--- src/rtl/bpu.sv ---
// bpu: branch prediction unit for the fetch stage's speculative PC path.
// A direct-mapped BTB with 2-bit saturating counters gives a same-cycle
// taken prediction and target for the fetch PC. Branch resolutions from
// execute are checked for misprediction in the same cycle, which drives a
// redirect, and the table is trained at the following rising edge.
// Optional feature macro: BPU_STATS_EN adds resolved-branch and
// misprediction counters (branch_count_out, mispredict_count_out).
module bpu #(
    parameter int WIDTH   = 32,
    parameter int ENTRIES = 16
) (
    input  logic             clk_in,
    input  logic             rst_in,
    input  logic [WIDTH-1:0] pc_fetch_in,
    output logic             prediction_out,
    output logic [WIDTH-1:0] pc_prediction_out,
    input  logic             resolve_valid_in,
    input  logic [WIDTH-1:0] resolve_pc_in,
    input  logic             resolve_taken_in,
    input  logic [WIDTH-1:0] resolve_target_in,
    input  logic             resolve_pred_in,
    input  logic [WIDTH-1:0] resolve_pred_target_in,
    output logic             flush_out,
`ifdef BPU_STATS_EN
    output logic [WIDTH-1:0] pc_branch_out,
    output logic [31:0]      branch_count_out,
    output logic [31:0]      mispredict_count_out
`else
    output logic [WIDTH-1:0] pc_branch_out
`endif
);

    localparam int IDX  = $clog2(ENTRIES);
    localparam int TAGW = WIDTH - IDX - 2;

    // BTB storage, one element per entry
    logic             valid_q  [ENTRIES];
    logic [TAGW-1:0]  tag_q    [ENTRIES];
    logic [WIDTH-1:0] target_q [ENTRIES];
    logic [1:0]       cnt_q    [ENTRIES];

    // Fetch-side lookup fields
    logic [IDX-1:0]   f_idx;
    logic [TAGW-1:0]  f_tag;
    logic             f_hit;

    // Resolve-side training fields
    logic [IDX-1:0]   r_idx;
    logic [TAGW-1:0]  r_tag;
    logic             r_hit;
    logic             mispredict;

    // Next-state for the single entry written at the resolving edge
    logic             wr_en_d;
    logic [1:0]       cnt_d;
    logic [WIDTH-1:0] target_d;

    // The byte offset bits of the fetch PC never take part in the lookup
    logic             unused_pc_bits;
    assign unused_pc_bits = ^pc_fetch_in[1:0];

    assign f_idx = pc_fetch_in[IDX+1:2];
    assign f_tag = pc_fetch_in[WIDTH-1:IDX+2];
    assign r_idx = resolve_pc_in[IDX+1:2];
    assign r_tag = resolve_pc_in[WIDTH-1:IDX+2];

    // Combinational lookup; outputs are forced low while reset is asserted
    always_comb begin
        f_hit             = valid_q[f_idx] && (tag_q[f_idx] == f_tag);
        prediction_out    = rst_in && f_hit && cnt_q[f_idx][1];
        pc_prediction_out = prediction_out ? target_q[f_idx] : '0;
    end

    // Misprediction detection and corrected PC for the fetch redirect mux
    always_comb begin
        mispredict = resolve_valid_in &&
                     ((resolve_taken_in != resolve_pred_in) ||
                      (resolve_taken_in && resolve_pred_in &&
                       (resolve_target_in != resolve_pred_target_in)));
        flush_out  = rst_in && mispredict;
        if (flush_out) begin
            pc_branch_out = resolve_taken_in ? resolve_target_in
                                             : resolve_pc_in + WIDTH'(4);
        end else begin
            pc_branch_out = '0;
        end
    end

    // Training decision: update a hit in place, allocate only on a taken miss
    always_comb begin
        r_hit    = valid_q[r_idx] && (tag_q[r_idx] == r_tag);
        wr_en_d  = 1'b0;
        cnt_d    = cnt_q[r_idx];
        target_d = target_q[r_idx];
        if (resolve_valid_in) begin
            if (r_hit) begin
                wr_en_d = 1'b1;
                if (resolve_taken_in) begin
                    cnt_d    = (cnt_q[r_idx] == 2'b11) ? 2'b11 : cnt_q[r_idx] + 2'd1;
                    target_d = resolve_target_in;
                end else begin
                    cnt_d    = (cnt_q[r_idx] == 2'b00) ? 2'b00 : cnt_q[r_idx] - 2'd1;
                end
            end else if (resolve_taken_in) begin
                wr_en_d  = 1'b1;
                cnt_d    = 2'b10;
                target_d = resolve_target_in;
            end
        end
    end

    // Table state: async clear to weakly-not-taken, single-entry write per edge
    always_ff @(posedge clk_in or negedge rst_in) begin
        if (!rst_in) begin
            for (int i = 0; i < ENTRIES; i++) begin
                valid_q[i]  <= 1'b0;
                tag_q[i]    <= '0;
                target_q[i] <= '0;
                cnt_q[i]    <= 2'b01;
            end
        end else if (wr_en_d) begin
            valid_q[r_idx]  <= 1'b1;
            tag_q[r_idx]    <= r_tag;
            target_q[r_idx] <= target_d;
            cnt_q[r_idx]    <= cnt_d;
        end
    end

`ifdef BPU_STATS_EN
    logic [31:0] branch_count_q,     branch_count_d;
    logic [31:0] mispredict_count_q, mispredict_count_d;

    // Statistics next-state; both counters wrap naturally at 2^32
    always_comb begin
        branch_count_d     = branch_count_q + (resolve_valid_in ? 32'd1 : 32'd0);
        mispredict_count_d = mispredict_count_q + (flush_out ? 32'd1 : 32'd0);
    end

    // Statistics registers
    always_ff @(posedge clk_in or negedge rst_in) begin
        if (!rst_in) begin
            branch_count_q     <= '0;
            mispredict_count_q <= '0;
        end else begin
            branch_count_q     <= branch_count_d;
            mispredict_count_q <= mispredict_count_d;
        end
    end

    assign branch_count_out     = branch_count_q;
    assign mispredict_count_out = mispredict_count_q;
`endif

endmodule

--- config.mk ---
export PLATFORM = sky130hd
export DESIGN_NAME = bpu
export DESIGN_NICKNAME = d
export VERILOG_FILES = /design/src/rtl/bpu.sv
export SDC_FILE = /design/constraint.sdc
export NUM_CORES = 2
export LEC_CHECK = 0
export CAP_MARGIN = 40
export CORE_MARGIN = 1.5
export CORE_UTILIZATION = 40
export CTS_CLUSTER_DIAMETER = 150
export CTS_CLUSTER_SIZE = 16
export DETAILED_ROUTE_END_ITERATION = 6
export PLACE_DENSITY_LB_ADDON = 0.3
export SLEW_MARGIN = 5
export SYNTH_ARGS = -nofsm -noshare
export SYNTH_HDL_FRONTEND = slang
export SYNTH_SLANG_ARGS = --single-unit
--- constraint.sdc ---
create_clock -name clk_in -period 7.3 [get_ports clk_in]
set_input_delay 1.825 -clock clk_in [delete_from_list [all_inputs] [get_ports clk_in]]
set_output_delay 1.825 -clock clk_in [all_outputs]
set_load 0.02 [all_outputs]
---- Word level (Yosys, flattened, before mapping) ----
Index checks and enable logic that the tools add are counted.
W data, S select, Z words.
operators by class
  magnitude comparators ................... 3
  $add $sub $neg .......................... 3
  multiplexer cells ....................... 49
  reduce and logical (&&, ||, !) cells .... 11
  bitwise operators ....................... 3
  equal/unequal tests ..................... 5
operators by type and width
  cell                     number
  $bwmux W512              1
  $bwmux W416              1
  $mux W32                 10
  $bmux W32 S4             2
  $bmux W26 S4             2
  $mux W26                 5
  $demux W32 S4            1
  $demux W26 S4            1
  $eq A26 B26 Y1           2
  $add A32 B3 Y32 const B  1
  $bwmux W32               1
  $ne A32 B32 Y1           1
  $mux W2                  11
  $bmux W2 S4              2
  $or A16 B16 Y16          1
  $ge A5 B5 Y1 const B     2
  $not A4 Y5               2
  $logic_and A1 B1 Y1      9
  $bmux W1 S4              2
  $demux W2 S4             1
  $mux W1                  8
  $lt A5 B1 Y1 const B     1
  $demux W1 S4             1
  $add A2 B1 Y2 const B    1
  5 further kinds          5
word-level totals
  input bits .............................. 133
  word-level logic and storage cells ...... 138
  output and inout bits ................... 66
  register bits ........................... 976

---- Longest topological paths before layout ----
  depth after elaboration ................. 10
  gate-level depth with buffers ........... 16
  gate-level depth less buffers ........... 9

---- Least setup slack after synthesis ----
OpenSTA, ideal clock, no wires.
  kind .................................... input port to output port
  from .................................... input pc_fetch_in[2]
  to ...................................... output pc_prediction_out[10]
  slack ................................... 0.504 ns
  arrival ................................. 4.971 ns
  data required time ...................... 5.475 ns
  stages on the path ...................... 10
  path buffers ............................ 4
  path through ............................ buf_2 buf_2 buf_1 mux4_2 mux4_2 xor2_1 nor4_1 nand3_1 clkbuf_1 nor2b_1
on the way
  word-level cells in the longest chain between the ends .. 9
  elaborated cells between the ends (all ways) .. 18
  those cells by class .................... eq/ne (1); mux (13); bitwise (1); reduce/logical (3)
RTL lines
  item                                          RTL line    source
  start, declared                               14          input logic [WIDTH-1:0] pc_fetch_in,
  $not A4 Y5 (implied by the code) *            69, 70, 71
  $bmux W26 S4                                  69          f_hit = valid_q[f_idx] && (tag_q[f_idx] == f_tag);
  $mux W26 (implied by the code) (2 in series)  69
  $eq A26 B26 Y1                                69
  $logic_and A1 B1 Y1                           69
  $logic_and A1 B1 Y1 (2 in series)             70          prediction_out = rst_in && f_hit && cnt_q[f_idx][1];
  $mux W32 *                                    71          pc_prediction_out = prediction_out ? target_q[f_idx] : '0;
  end, declared                                 16          output logic [WIDTH-1:0] pc_prediction_out,
Every way passes the cells marked *; elsewhere a longest branch is shown, timed or not. The select of a mux whose other input is x is not followed.

---- Worst setup path after layout ----
  from .................................... input pc_fetch_in[4]
  to ...................................... output pc_prediction_out[29]
The elaborated chain is that of the path after synthesis.

==> impl_metrics.csv <==
group,metric,value,unit
placed_design,place_area,60800,µm²
min_path,whs_path_depth,2,
cells_and_area,nNetsFinal,3791,
worst_setup_path,crit_type,"in2out",
floorplan,die_w,379,µm
worst_setup_path,crit_path_cell_trace,"buf_8 -> buf_4 -> mux4_2 -> mux4_2 -> xnor2_1 -> nand4_1 -> nor3_1 -> nand3_2 -> buf_12 -> nor2b_1 -> clkdlybuf4s50_1",
worst_setup_path,cp_num_buf_inv,4,
sta,skew,0.0241,ns
sta,max_freq,138,MHz
clocking,clockRootBuffer,"clkbuf_16",
power_and_ir_drop,finalPower,14.1,mW
worst_setup_path,reg2reg_depth,11,
yosys,synth.distinct_cells,77,
yosys,netlist_instances,3535,
sta,worst_slack,0.0650,ns
global_routing,overflow,0,
placed_design,gp_congestion,0.907,
yosys,yosys.area.top_type,"dfrtp_1",
detailed_routing,drtIter0Drc,3312,
worst_setup_path,crit_top_cell,"mux4_2",
clocking,cts_setup_buffers,0,
cells_and_area,layout_commonest_cell,"dfrtp_1",
floorplan,initial_core_util,40.4,%
cells_and_area,final_area,62900,µm²
power_and_ir_drop,vdd_drop_max,0.178,mV
detailed_routing,post-route-drc-count,0,
sta,slew_headroom,32.9,%
global_routing,grt_max_degree,167,
worst_setup_path,crit_family,"buffers and inverters",
worst_setup_path,reg2reg_to,"tag_q[283]$_DFFE_PN0P_",
clocking,clkLatencyLatePin,0.66,ns
cells_and_area,drive_gt1_share,48.5,%
global_routing,grtUsageTotal,24.3,%
yosys,synth_seq_cells,976,
detailed_routing,drt-total-wl,173000,µm
power_and_ir_drop,pwr_density_cell,225,nW/µm²
cells_and_area,area_growth,11.4,%
clocking,htreeDepth,3,
detailed_routing,vias,34000,
clocking,cts_buffer_depth,3,
sta,maxSlewViolCount,0,
worst_setup_path,cp.arrival,5.41,ns
min_path,min_from,"cnt_q[12]$_DFFE_PN1P_",
min_path,min_to,"cnt_q[12]$_DFFE_PN1P_",
placed_design,portBuffers,196,
global_routing,grt_pass1_wl,254000,µm
global_routing,grt_pass1_vias,34900,
clocking,clkSinkCount,976,
detailed_routing,via_per_inst,6.12,
sta,final_hold_viol_count,0,
detailed_routing,first_pass_iters,6,
worst_setup_path,crit_path_end_kind,"output pin",
worst_setup_path,required,5.48,ns
floorplan,io_pins,199,
worst_setup_path,r2r_slack,2.86,ns
run_status,status,"finished, final reports clean",
worst_setup_path,worstReg2RegStart,"tag_q[314]$_DFFE_PN0P_",
placed_design,hpwl,109000,µm
yosys,synth_fp_nets,3673,
yosys,ys_seq_area_share,43.3,%
yosys,syn_area,56500,µm²
sta,setup_violations,0,
cells_and_area,n_antenna_cell,0,
yosys,synth.avg_cell_area,16.0,µm²
sta,worst_pin_slew,1.01,ns
detailed_routing,wire_per_inst,31.2,µm
placed_design,place_ws,-0.136,ns
floorplan,rows,137,
worst_setup_path,path_max_fanout,54,
clocking,path_clk_slew,0.08,ns
yosys,async_reset_ff_share,100,%
worst_setup_path,cp_slowest_cell,"clkdlybuf4s50_1",
power_and_ir_drop,p_leak,27.2,nW
floorplan,die_area,143000,µm²
yosys,synth_ff_type,"dfrtp_1",
yosys,synth_edf_count,0,
sta,period_share,99.1,%
yosys,synth_top_area_share,42.5,%
sta,rsz0062_at_grt,"false",
detailed_routing,drtAntennaViolNets,0,
clocking,cts_buffers,70,
run,cap_violations,0,
worst_setup_path,max_stage_delay,0.61,ns
yosys,synth.area.top_cells,"dfrtp_1 (43%), mux4_2 (21%), mux2_4 (11%)",
global_routing,antenna_found_initial,3,
floorplan,die_y,379,µm
worst_setup_path,start_kind,"primary input",
floorplan,core,140000,µm²
cells_and_area,mostFrequentLayoutCells,"dfrtp_1 (960), mux4_2 (536), mux2_2 (491), mux2_4 (405), clkdlybuf4s50_1 (173)",
min_path,hp-class,"reg2reg",
yosys,yosys_warnings,0,
clocking,cts_tree,"built",
sta,post-route-min-period,7.24,ns
[tightest hold or removal path, stage by stage, from the launching register on]
cell and delay (ns):
dfstp_2 0.37, inv_1 0.04, o2bb2ai_1 0.05
[registers in the layout, summed over array words and instances (netlist names)]
name and cells:
target_q 512, tag_q 416, cnt_q 32, valid_q 16
[power by group]
| part | switching [mW] | leakage (nW) | internal (mW) |
|---|---|---|---|
| Combinational | 1.38 | 13.5 | 2.03 |
| Clock | 1.98 | 0.933 | 1.80 |
| Sequential | 0.661 | 12.8 | 6.26 |
| Total | 4.03 | 27.2 | 10.1 |
[worst max-delay path by stage]
stage / endpoint / slack, ns / cells after the start / from
floorplan: pc_prediction_out[10] / 0.50 / 10 / pc_fetch_in[2]
global placement: pc_prediction_out[25] / -0.09 / 12 / pc_fetch_in[2]
detailed placement: pc_prediction_out[27] / -0.14 / 12 / pc_fetch_in[2]
CTS: pc_branch_out[29] / 0.001 / 11 / resolve_pc_in[10]
global route: pc_branch_out[29] / 0.02 / 11 / resolve_pc_in[11]
finish: pc_prediction_out[29] / 0.06 / 11 / pc_fetch_in[4]
[cells in the mapped netlist (10+ instances only)]
cell,count
mux2_4,405
mux4_1,11
dfrtp_1,960
o21ai_0,21
dfstp_2,16
xor2_1,23
xnor2_1,80
or2_2,17
buf_4,20
nand3_1,24
mux4_2,536
mux2_1,85
clkbuf_1,161
buf_6,23
nand2b_1,10
nand2_1,57
buf_2,50
mux2_2,491
mux2i_1,87
nor2_1,77
buf_1,52
buf_12,45
a22oi_1,10
inv_1,32
o2bb2ai_1,13
nand4_1,22
nor2b_1,38
a21oi_1,42
[routing by layer]
layer / GRT usage, % / share of wire (%) / vias up
met3: 5.52 / 8.1 / 219
met2: 36.0 / 44 / 1269
met5: 0 / 0.0075 / -
li1: - / - / 13800
met1: 36.1 / 45 / 18700
met4: 5.49 / 2.4 / 2
[cell type report]
cell class | instances | area [µm²]
flip-flops and latches | 976 | 24400
fillers | 12300 | 77000
clock buffers | 93 | 1880
well taps | 1876 | 2350
clock inverters | 4 | 42.5
multi-input cells | 2175 | 29600
repair buffers | 397 | 4440
inverters | 33 | 126
[per-stage QoR]
stage	hold WS [ns]	util, %	setup TNS [ns]	cells
6_report	0.464	45.0	0	5554
5_1_grt	0.472	45.0	0	5554
4_1_cts	0.463	44.9	0	5552
3_5_place_dp	0.451	43.5	-2.82	5455
3_3_place_gp	0.448	43.3	-2.37	5447
2_1_floorplan	0.438	-	0	3535
[timing repair]
item | CTS | global route
gates cloned | 0 | 2
hold buffers | 0 | 0
setup endpoints to repair | 33 | 39
resized for setup | 4 | 18
[logic make-up (layout without fill, tap and decap cells)]
group	Yosys count	in the layout	share of synthesized area, %
simple gates	297	297	2.97
compound gates	154	154	1.94
buf+inv	384	527	4.40
fa+ha+maj	6	6	0.129
flops	976	976	43.3
xor+xnor	103	103	1.60
mux	1615	1615	45.7
Power figures use the tool's default switching activity.
